--- config.mk ---
export PLATFORM = sky130hd
export DESIGN_NAME = elevator_call_latch_flat
export DESIGN_NICKNAME = d
export VERILOG_FILES = /design/src/rtl/elevator_call_latch_if.sv /design/src/rtl/elevator_call_latch.sv /design/src/flat_wrapper.sv
export SDC_FILE = /design/constraint.sdc
export NUM_CORES = 1
export LEC_CHECK = 0
export CAP_MARGIN = 20
export CELL_PAD_IN_SITES_DETAIL_PLACEMENT = 1
export CELL_PAD_IN_SITES_GLOBAL_PLACEMENT = 2
export CORE_ASPECT_RATIO = 0.75
export CORE_MARGIN = 3
export CORE_UTILIZATION = 34
export DETAILED_ROUTE_END_ITERATION = 7
export PLACE_DENSITY = 0.76
export SLEW_MARGIN = 20
export SYNTH_ARGS = -nofsm -noshare
export SYNTH_HDL_FRONTEND = slang
export SYNTH_SLANG_ARGS = --single-unit
--- constraint.sdc ---
create_clock -name clk -period 1.4 [get_ports clk]
set_clock_uncertainty 0.1 [all_clocks]
set_input_delay 0.14 -clock clk [delete_from_list [all_inputs] [get_ports clk]]
set_output_delay 0.14 -clock clk [all_outputs]
set_load 0.05 [all_outputs]
--- src/rtl/elevator_call_latch_if.sv ---
// Bundles the call-latch front end: raw button inputs, car status from the controller,
// and the latched call vectors returned to the controller.
interface elevator_call_latch_if #(
    parameter int N = 8
);
    logic [N-1:0] raw_up;
    logic [N-1:0] raw_down;
    logic [N-1:0] raw_cab;
    logic [N-1:0] floor_sensor;
    logic         open_door;
    logic         direction_up;
    logic         direction_down;
    logic         fire_alert;
    logic [N-1:0] button_up;
    logic [N-1:0] button_down;
    logic [N-1:0] button_select_floor;
    logic         call_pending;

    modport master (
        output raw_up, raw_down, raw_cab, floor_sensor,
        output open_door, direction_up, direction_down, fire_alert,
        input  button_up, button_down, button_select_floor, call_pending
    );

    modport slave (
        input  raw_up, raw_down, raw_cab, floor_sensor,
        input  open_door, direction_up, direction_down, fire_alert,
        output button_up, button_down, button_select_floor, call_pending
    );
endinterface

--- src/rtl/elevator_call_latch.sv ---
// Synchronises, debounces and latches hall/cab calls; clears them as the car serves floors.
// Optional macro CALL_CANCEL_EN: a second accepted cab press on a latched floor cancels it.
module elevator_call_latch #(
    parameter int N               = 8,
    parameter int DEBOUNCE_CYCLES = 4,
    parameter int CNT_W           = 8
) (
    input  logic                 clk,
    input  logic                 rst,
    elevator_call_latch_if.slave bus
);
    localparam int NB = 3 * N;
    localparam logic [N-1:0] UP_MASK   = {1'b0, {(N-1){1'b1}}};
    localparam logic [N-1:0] DOWN_MASK = {{(N-1){1'b1}}, 1'b0};

    logic [NB-1:0] raw_all;
    logic [NB-1:0] accept;
    logic [1:0]    sync_ok_reg;

    logic [N-1:0] up_reg, down_reg, cab_reg;
    logic [N-1:0] up_next, down_next, cab_next;
    logic         pending_reg;

    assign raw_all = {bus.raw_cab, bus.raw_down, bus.raw_up};

    // Marks when q2 carries real samples again after reset, so a button held through
    // reset is not mistaken for a release.
    always_ff @(posedge clk) begin
        if (rst) begin
            sync_ok_reg <= 2'b00;
        end else begin
            sync_ok_reg <= {sync_ok_reg[0], 1'b1};
        end
    end

    genvar gi;
    generate
        for (gi = 0; gi < NB; gi++) begin : bit_g
            logic             q1_reg, q2_reg, arm_reg;
            logic [CNT_W-1:0] cnt_reg;

            always_ff @(posedge clk) begin
                if (rst) begin
                    q1_reg  <= 1'b0;
                    q2_reg  <= 1'b0;
                    arm_reg <= 1'b0;
                    cnt_reg <= '0;
                end else begin
                    q1_reg <= raw_all[gi];
                    q2_reg <= q1_reg;
                    if (!q2_reg) begin
                        cnt_reg <= '0;
                    end else if (cnt_reg < CNT_W'(DEBOUNCE_CYCLES)) begin
                        cnt_reg <= cnt_reg + CNT_W'(1);
                    end
                    if (sync_ok_reg[1] && !q2_reg) begin
                        arm_reg <= 1'b1;
                    end
                end
            end

            // One pulse per press: the edge where the counter reaches its saturation value.
            assign accept[gi] = arm_reg && q2_reg && (cnt_reg == CNT_W'(DEBOUNCE_CYCLES - 1));
        end
    endgenerate

    always_comb begin
        logic [N-1:0] svc;
        logic [N-1:0] clr_up, clr_down;
        logic         onehot;
        logic         idle_dir;
        logic [N-1:0] acc_up, acc_down, acc_cab;

        onehot   = (bus.floor_sensor != '0) &&
                   ((bus.floor_sensor & (bus.floor_sensor - N'(1))) == '0);
        svc      = (bus.open_door && onehot) ? bus.floor_sensor : '0;
        idle_dir = !bus.direction_up && !bus.direction_down;
        clr_up   = (bus.direction_up   || idle_dir) ? svc : '0;
        clr_down = (bus.direction_down || idle_dir) ? svc : '0;

        acc_up   = accept[N-1:0]    & UP_MASK;
        acc_down = accept[2*N-1:N]  & DOWN_MASK;
        acc_cab  = accept[NB-1:2*N];

        up_next   = (up_reg   | acc_up)   & ~clr_up;
        down_next = (down_reg | acc_down) & ~clr_down;
`ifdef CALL_CANCEL_EN
        cab_next  = (cab_reg ^ acc_cab) & ~svc;
`else
        cab_next  = (cab_reg | acc_cab) & ~svc;
`endif
        if (bus.fire_alert) begin
            up_next   = '0;
            down_next = '0;
            cab_next  = '0;
        end
    end

    always_ff @(posedge clk) begin
        if (rst) begin
            up_reg      <= '0;
            down_reg    <= '0;
            cab_reg     <= '0;
            pending_reg <= 1'b0;
        end else begin
            up_reg      <= up_next;
            down_reg    <= down_next;
            cab_reg     <= cab_next;
            // Fire mode drops the pending flag together with the latches.
            pending_reg <= bus.fire_alert ? 1'b0 : |{up_reg, down_reg, cab_reg};
        end
    end

    assign bus.button_up           = up_reg;
    assign bus.button_down         = down_reg;
    assign bus.button_select_floor = cab_reg;
    assign bus.call_pending        = pending_reg;
endmodule
--- src/flat_wrapper.sv ---
// flat-port wrapper written by rule: the top's interface ports become plain ports
module elevator_call_latch_flat 
#(
    parameter int N               = 8,
    parameter int DEBOUNCE_CYCLES = 4,
    parameter int CNT_W           = 8
)
  (clk, rst, bus_raw_up, bus_raw_down, bus_raw_cab, bus_floor_sensor, bus_open_door, bus_direction_up, bus_direction_down, bus_fire_alert, bus_button_up, bus_button_down, bus_button_select_floor, bus_call_pending);
  elevator_call_latch_if #(.N(N)) bus_i ();
  input  logic clk;
  input  logic rst;
  input wire logic [$bits(bus_i.raw_up)-1:0] bus_raw_up;
  input wire logic [$bits(bus_i.raw_down)-1:0] bus_raw_down;
  input wire logic [$bits(bus_i.raw_cab)-1:0] bus_raw_cab;
  input wire logic [$bits(bus_i.floor_sensor)-1:0] bus_floor_sensor;
  input wire logic [$bits(bus_i.open_door)-1:0] bus_open_door;
  input wire logic [$bits(bus_i.direction_up)-1:0] bus_direction_up;
  input wire logic [$bits(bus_i.direction_down)-1:0] bus_direction_down;
  input wire logic [$bits(bus_i.fire_alert)-1:0] bus_fire_alert;
  output wire logic [$bits(bus_i.button_up)-1:0] bus_button_up;
  output wire logic [$bits(bus_i.button_down)-1:0] bus_button_down;
  output wire logic [$bits(bus_i.button_select_floor)-1:0] bus_button_select_floor;
  output wire logic [$bits(bus_i.call_pending)-1:0] bus_call_pending;
  assign bus_i.raw_up = bus_raw_up;
  assign bus_i.raw_down = bus_raw_down;
  assign bus_i.raw_cab = bus_raw_cab;
  assign bus_i.floor_sensor = bus_floor_sensor;
  assign bus_i.open_door = bus_open_door;
  assign bus_i.direction_up = bus_direction_up;
  assign bus_i.direction_down = bus_direction_down;
  assign bus_i.fire_alert = bus_fire_alert;
  assign bus_button_up = bus_i.button_up;
  assign bus_button_down = bus_i.button_down;
  assign bus_button_select_floor = bus_i.button_select_floor;
  assign bus_call_pending = bus_i.call_pending;
  elevator_call_latch #(.N(N), .DEBOUNCE_CYCLES(DEBOUNCE_CYCLES), .CNT_W(CNT_W)) u_core (.clk(clk), .rst(rst), .bus(bus_i));
endmodule
After elaboration in Yosys (flattened, before gate mapping). Index checks and enable logic that the tools add are counted.

Register bits after elaboration: 269. Input bits: 38. Output and inout port bits: 25. Word-level logic and storage cells: 318.

Add/subtract/negate cells: 23. Order comparisons: 22. Equality and inequality tests: 22. Mux-type cells: 4. Bitwise gates (word level): 32. Reduce and logical (&&, ||, !) cells: 121.

Operator list (number): $add 8x1->8 const B (22); $eq 8x2->1 const B (22); $lt 8x3->1 const B (22); $logic_and 1x1->1 (69); $reduce_or 2->1 (23); $and 8x8->8 (4); $logic_not 1->1 (24); $mux 8 (3); $not 8->8 (3); $reduce_or 24->1 (1); $not 1->1 (22); $or 8x8->8 (2); $logic_not 8->1 (1); $or 8x7->8 (1); $reduce_bool 8->1 (1); $sub 8x1->8 const B (1); $logic_or 1x1->1 (2); $mux 1 (1).

Depth between registers and ports, before layout. Gate-level depths: netlist of run 1.

Depth after elaboration: 9. Gate-level depth with buffers: 6. Mapped depth without buffers: 4.

Least setup slack after synthesis of run 1. OpenSTA, ideal clock, no wires.

Kind: reg-to-reg. Start: register u_core.bit_g[16].cnt_reg[4]. End: register u_core.cab_reg[0] (netlist: u_core.bus.button_select_floor[0]). Setup time: 0.086 ns. Arrival: 1.391 ns. Data required time: 1.214 ns. Slack: -0.176 ns. Cell stages (with the launch flop): 5. Path buffers: 0. Period minus slack after synthesis: 1.576 ns. Cell sequence: dfxtp_1 > or4_1 > nor3_2 > a41oi_1 > a211oi_1.

Cells in the longest elaborated chain, start to end: 4.

RTL lines: start: declaration (RTL line elevator_call_latch.sv:40) `logic [CNT_W-1:0] cnt_reg;`; start signal: assignment (RTL line elevator_call_latch.sv:54) `cnt_reg <= cnt_reg + CNT_W'(1);`; $eq 8x2->1 (RTL line elevator_call_latch.sv:63) `assign accept[gi] = arm_reg && q2_reg && (cnt_reg == CNT_W'(DEBOUNCE_CYCLES - 1));`; $logic_and 1x1->1 (RTL line elevator_call_latch.sv:63); $or 8x8->8 (RTL line elevator_call_latch.sv:90) `cab_next = (cab_reg | acc_cab) & ~svc;`; $and 8x8->8 (RTL line elevator_call_latch.sv:90); end signal: assignment (RTL line elevator_call_latch.sv:108) `cab_reg <= cab_next;`; end: declaration (RTL line elevator_call_latch.sv:20) `logic [N-1:0] up_reg, down_reg, cab_reg;`.

No other way between the ends. A chain may end at the register's enable or synchronous reset.

Worst setup path after layout of run 1.
Start: register u_core.bit_g[14].cnt_reg[4]. End: register u_core.down_reg[6] (netlist: u_core.bus.button_down[6]).

Cells in the longest elaborated chain, start to end: 4.

RTL lines: start: declaration (RTL line elevator_call_latch.sv:40); start signal: assignment (RTL line elevator_call_latch.sv:54); $eq 8x2->1 (RTL line elevator_call_latch.sv:63); $logic_and 1x1->1 (RTL line elevator_call_latch.sv:63); $or 8x8->8 (RTL line elevator_call_latch.sv:86) `down_next = (down_reg | acc_down) & ~clr_down;`; $and 8x8->8 (RTL line elevator_call_latch.sv:86); end signal: assignment (RTL line elevator_call_latch.sv:107) `down_reg <= down_next;`; end: declaration (RTL line elevator_call_latch.sv:20).

No other way between the ends.

==> impl_metrics.env, run 1 <==
export IMPL_place_congestion=0.771
export IMPL_rows=50
export IMPL_fin_area_um2=12500
export IMPL_synth_top_area_share_pct=59.7
export IMPL_use_met2_pct=23.1
export IMPL_io_buffers=60
export IMPL_track_usage_pct=15.0
export IMPL_busiest_layer="met2"
export IMPL_synth_area_leader_cell="dfxtp_1"
export IMPL_clockBufferDepth=3
export IMPL_violations="hold timing, setup timing"
export IMPL_place_ws_ns=-0.664
export IMPL_maxSlewViolCount=0
export IMPL_antenna_found_initial=0
export IMPL_synth_flop_cell="dfxtp_1"
export IMPL_cp_top_family="simple AND/OR/NAND/NOR gates"
export IMPL_drc=0
export IMPL_nets=1052
export IMPL_ys_warn_count=0
export IMPL_routed_via_density=4.82
export IMPL_cp_buffers_inverters=0
export IMPL_grt_pass1_vias=6677
export IMPL_dpl_hpwl_mm=14.7
export IMPL_async_flop_share_pct=0
export IMPL_outcome="finished, violations left"
export IMPL_critPathCaptureType="flop"
export IMPL_antenna_left=0
export IMPL_p_leak_nw=5.55
export IMPL_crit_fanout=4
export IMPL_hold_path_class="input pin to flop"
export IMPL_postPlaceCellArea_um2=10900
export IMPL_post_drt_wl_per_cell_um=16.3
export IMPL_final_core_util_pct=48.9
export IMPL_cap_violations=0
export IMPL_fin_hold_ws_ns=-0.00680
export IMPL_synth_area_per_cell_um2=10.6
export IMPL_worst_endpoint_required_ns=1.73
export IMPL_rsz0062_at_grt="yes"
export IMPL_setup_worst_path_start_class="flop"
export IMPL_synth_seq_cells=269
export IMPL_die_area_um2=28500
export IMPL_grt_ovfl_total=0
export IMPL_numCtsBuffers=27
export IMPL_syn2layout_area_growth_pct=38.5
export IMPL_slowest_delay_ns=0.54
export IMPL_path_clk_slew_ns=0.07
export IMPL_tritoncts="built"
export IMPL_hold_viol=1
export IMPL_htree_levels=1
export IMPL_crit_slowest_cell="or4_4"
export IMPL_final_common_cell="dfxtp_1"
export IMPL_synth_cell_types=40
export IMPL_grt_max_degree=52
export IMPL_vdd_drop_max_mv=0.847
export IMPL_grt_pass1_wl_mm=35.8
export IMPL_start_util_pct=35.3
export IMPL_layout_common_cells="226 x dfxtp_1, 111 x and3_1, 99 x nor2_1"
export IMPL_clkSinkCount=269
export IMPL_fin_crit_ns=1.73
export IMPL_drt_iter0_drc=236
export IMPL_worstSetupPathType="flop to flop"
export IMPL_yosysSeqAreaShare_pct=59.7
export IMPL_die_h_um=147
export IMPL_clock_latency_ns=0.53
export IMPL_p_per_area_nw_per_um2=1300
export IMPL_period_share_pct=124
export IMPL_fmaxAchievable_ghz=0.578
export IMPL_tightest_slew_ns=0.391
export IMPL_synth_edf_count=0
export IMPL_setup_viol_count_final=53
export IMPL_dr_pass1_iters=4
export IMPL_crit_path_cell_trace="or4_4 -> nor3_4 -> a41oi_2 -> a311oi_2"
export IMPL_setup_ws_ns=-0.331
export IMPL_syn_nets=908
export IMPL_syn_inst=848
export IMPL_synth_area_um2=9010
export IMPL_synth_area_leaders="dfxtp_1 60%, and3_1 7.7%, nor2_1 4.1%, nor2b_1 3.4%, ha_1 3.1%"
export IMPL_drt_wl_total_mm=22.0
export IMPL_slew_headroom_pct=73.7
export IMPL_arrival_ns=2.06
export IMPL_core_um2=25500
export IMPL_io_pins=63
export IMPL_grt_met1_usage_pct=22.2
export IMPL_drive_gt1_share_pct=28.7
export IMPL_root_buffer="clkbuf_16"
export IMPL_die_x_um=194
export IMPL_largest_reg_flops=176
export IMPL_vias=6510
export IMPL_grtUsageMet3_pct=2.91
-- worst reg2reg max path: stages (launching register included) --
cell and delay [ns]:
dfxtp_2 0.32, or4_4 0.54, nor3_4 0.25, a41oi_2 0.18, a311oi_2 0.25
-- power breakdown --
part	leakage, nW	switching, mW	internal (mW)
Clock	0.475	2.99	4.86
Combinational	2.87	0.297	0.267
Sequential	2.21	0.0896	7.77
-- Yosys cell counts (6+ instances only) --
library cell / count
a211oi_1: 7
a21oi_1: 38
a311oi_1: 9
a31oi_1: 9
a41oi_1: 17
and2_1: 6
and3_1: 111
clkbuf_1: 25
dfxtp_1: 269
ha_1: 22
inv_1: 26
mux2i_1: 23
nand2_1: 33
nand3_1: 6
nor2_1: 99
nor2b_1: 49
nor3_2: 8
nor4_1: 15
o21ai_1: 7
or4_1: 8
xnor2_1: 15
xor2_1: 7
-- kinds of logic (layout without fill, tap and decap cells) --
logic type               count (synthesis)  in the layout  share of synthesized area (%)
AND/OR/NAND/NOR                        358            358                           22.7
multiplexers                            23             23                           2.55
buffers and inverters                   55            219                           2.37
adder cells (fa/ha/maj)                 22             22                           3.05
AO/OA/AOI/OAI                           99             99                           7.41
flip-flops                             269            269                           59.7
XOR/XNOR                                22             22                           2.14
other                                    0              1                              0
-- per-stage QoR --
stage	hold slack [ns]	total power, mW	setup TNS [ns]	std cells
after floorplan	0.134	8.27	-3.16	848
after global placement	0.307	8.57	-17.67	1287
after detailed placement	0.315	8.58	-18.71	1287
after CTS	0.0241	16.5	-7.80	1341
after global routing	0.00107	16.9	-13.30	1350
final	-0.00680	16.3	-8.30	1351
-- final timing paths --
check | to | start | cells after the start | slack [ns]
setup / recovery | u_core.bus.button_down[6] | u_core.bit_g[14].cnt_reg[4] | 4 | -0.33
hold / removal | u_core.bus.button_select_floor[1] | bus_floor_sensor[1] | 3 | -0.007
setup reg to reg | u_core.bus.button_down[6] | u_core.bit_g[14].cnt_reg[4] | 4 | -0.33
hold reg to reg | u_core.bit_g[10].q2_reg | u_core.bit_g[10].q1_reg | 1 | 0.34
-- metal layers --
layer  share of wire, %  vias up
li1                   -     3258
met5                  0        -
met2                 43       89
met3                4.6       32
met4                1.6        0
met1                 50     3131
-- repair_timing --
item                       4_1_cts  5_1_grt
hold buffers                     1        2
gates resized for setup         72       70
buffers inserted                 5        8
pin swaps                       38       40
hold endpoints to repair         1        2
setup endpoints to repair       88       88
-- area by class of cell --
| type | count | area, um^2 |
|---|---|---|
| Inverter | 26 | 97.6 |
| Clock buffer | 35 | 746 |
| Clock inverter | 14 | 229 |
| Sequential cell | 269 | 5450 |
| Fill cell | 2701 | 13000 |
| Multi-Input combinational cell | 524 | 3930 |
| Antenna cell | 1 | 2.50 |
| Tap cell | 338 | 423 |
| Timing Repair Buffer | 144 | 1610 |
Power figures use the tool's default switching activity.
==> run 2, diff against run 1 <==
CORE_UTILIZATION = 36   (was 34)
CTS_BUF_LIST = sky130_fd_sc_hd__clkbuf_2 sky130_fd_sc_hd__clkbuf_4 sky130_fd_sc_hd__clkbuf_8   (was unset)
PLACE_DENSITY = 0.79   (was 0.76)
==> run 2 against run 1 <==
The flow finishes with violations (setup timing). Maximum frequency up 2.7%. Core utilization up 2.0 points. Cell area down 0.90%. Sequential power about the same. Critical endpoint is now u_core.bit_g[18].cnt_reg[1]. Largest cell class unchanged.
==> impl_metrics.env, run 2 (synthesis gave the netlist of run 1 again) <==
export IMPL_rows=49
export IMPL_routed_via_density=4.85
export IMPL_maxSlewViolCount=0
export IMPL_dr_pass1_iters=4
export IMPL_r2r_slack_ns=-0.29
export IMPL_hold_viol=0
export IMPL_htree_levels=2
export IMPL_nets=1065
export IMPL_fin_hold_ws_ns=0.0536
export IMPL_antenna_left=0
export IMPL_slowest_delay_ns=0.54
export IMPL_period_share_pct=120
export IMPL_clkSinkCount=269
export IMPL_post_drt_wl_per_cell_um=16.1
export IMPL_grt_pass1_vias=6728
export IMPL_arrival_ns=2.01
export IMPL_fin_crit_ns=1.69
export IMPL_cp_buffers_inverters=1
export IMPL_p_per_area_nw_per_um2=1230
export IMPL_setup_tns_final_ns=-7.72
export IMPL_cap_violations=0
export IMPL_core_um2=24300
export IMPL_place_congestion=0.761
export IMPL_fin_area_um2=12400
export IMPL_setup_viol_count_final=55
export IMPL_io_pins=63
export IMPL_rsz0062_at_grt="yes"
export IMPL_clock_latency_ns=0.53
export IMPL_postPlaceCellArea_um2=10800
export IMPL_cp_top_family="simple AND/OR/NAND/NOR gates"
export IMPL_fmaxAchievable_ghz=0.593
export IMPL_track_usage_pct=16.1
export IMPL_grt_ovfl_total=0
export IMPL_crit_path_cell_trace="or4_4 -> nor3_4 -> buf_4 -> mux2i_1 -> nor2_1"
export IMPL_drt_iter0_drc=286
export IMPL_r2r_end="u_core.bit_g[18].cnt_reg[1]"
export IMPL_io_buffers=60
export IMPL_numCtsBuffers=42
export IMPL_drc=0
export IMPL_slew_headroom_pct=74.0
export IMPL_path_clk_slew_ns=0.06
export IMPL_vias=6615
export IMPL_crit_slowest_cell="or4_4"
export IMPL_grt_pass1_wl_mm=35.4
export IMPL_ff2ff_path_depth=5
export IMPL_hold_start="bus_raw_up[6]"
export IMPL_start_util_pct=37.1
export IMPL_setup_worst_path_start_class="flop"
export IMPL_worstSetupPathType="flop to flop"
export IMPL_violations="setup timing"
export IMPL_crit_fanout=4
export IMPL_layout_common_cells="227 x dfxtp_1, 111 x and3_1, 98 x nor2_1"
export IMPL_finalPower_mw=15.2
export IMPL_hold_path_class="input pin to flop"
export IMPL_worst_endpoint_required_ns=1.73
export IMPL_critPathCaptureType="flop"
export IMPL_p_leak_nw=5.53
export IMPL_grt_max_degree=80
export IMPL_drive_gt1_share_pct=30.3
export IMPL_drt_wl_total_mm=22.0
export IMPL_die_area_um2=27000
export IMPL_dpl_hpwl_mm=14.8
export IMPL_antenna_found_initial=0
export IMPL_vdd_drop_max_mv=0.641
export IMPL_setup_ws_ns=-0.285
export IMPL_nFillCells=2596
export IMPL_tritoncts="built"
export IMPL_min_path_cells=2
export IMPL_outcome="finished, violations left"
export IMPL_tightest_slew_ns=0.390
export IMPL_largest_reg_flops=176
export IMPL_final_common_cell="dfxtp_1"
export IMPL_root_buffer="clkbuf_8"
export IMPL_rr_startpoint="u_core.bit_g[18].cnt_reg[7]"
export IMPL_clockBufferDepth=3
export IMPL_die_x_um=189
export IMPL_min_to="u_core.bit_g[6].q1_reg"
export IMPL_die_h_um=143
export IMPL_syn2layout_area_growth_pct=37.3
-- run 2: changes by cell type in the layout (fill, tap and decap cells not counted), moves of 3 or more --
cell	before	now
clkbuf_8	4	56
clkbuf_16	27	0
clkbuf_4	0	12
buf_4	58	51
bufinv_16	6	0
buf_6	20	25
nor4_1	3	8
clkbuf_1	4	0
a21oi_1	27	24
nand3_1	5	2
nand3_2	1	4
nor4_4	7	4
-- run 2: area by class of cell --
| type | instances | area (um^2) | area share, % |
|---|---|---|---|
| well taps | 331 | 414 | 3.35 |
| flip-flops and latches | 269 | 5450 | 44.0 |
| clock inverters | 4 | 20.0 | 0.162 |
| diodes | 1 | 2.50 | 0.0202 |
| repair buffers | 142 | 1620 | 13.1 |
| clock buffers | 68 | 861 | 6.96 |
| inverters | 26 | 97.6 | 0.789 |
| multi-input cells | 524 | 3910 | 31.6 |
-- run 2: metal layers --
layer	track usage, %	up-vias	part of all wire (%)
met3	3.14	20	3.8
met5	0	-	0
met1	23.1	3218	50
met2	25.0	93	45
li1	-	3284	-
met4	4.39	0	0.98
-- run 2: report_power, final --
group	switching, mW	internal [mW]
clock	2.91	3.87
sequential	0.0910	7.78
combinational	0.294	0.263
total	3.30	11.9
-- run 2: timing repair --
item | in CTS | in global routing
setup buffers | 8 | 5
endpoints found under the setup margin | 84 | 81
hold buffers | 1 | 2
pin swaps | 42 | 42
cloned | 0 | 0
resized for setup | 87 | 55
hold endpoints to repair | 14 | 4
-- run 2: per-stage QoR --
stage	setup slack (ns)	util (%)	std cells
finish	-0.285	51.0	1365
global route	-0.338	51.0	1364
CTS	-0.235	49.8	1357
detailed placement	-0.644	44.7	1279
global placement	-0.594	44.7	1279
floorplan	-0.165	-	848
-- run 2: worst max-delay path by stage --
stage	from	end	depth (start not counted)
detailed placement	bus_floor_sensor[1]	u_core.bus.button_up[6]	7
global route	u_core.bit_g[18].cnt_reg[7]	u_core.bit_g[18].cnt_reg[1]	5
floorplan	u_core.bit_g[6].cnt_reg[3]	u_core.bus.button_up[6]	4
finish	u_core.bit_g[18].cnt_reg[7]	u_core.bit_g[18].cnt_reg[1]	5
CTS	u_core.bit_g[23].cnt_reg[4]	u_core.bit_g[23].cnt_reg[1]	5
global placement	bus_floor_sensor[1]	u_core.bus.button_down[7]	7
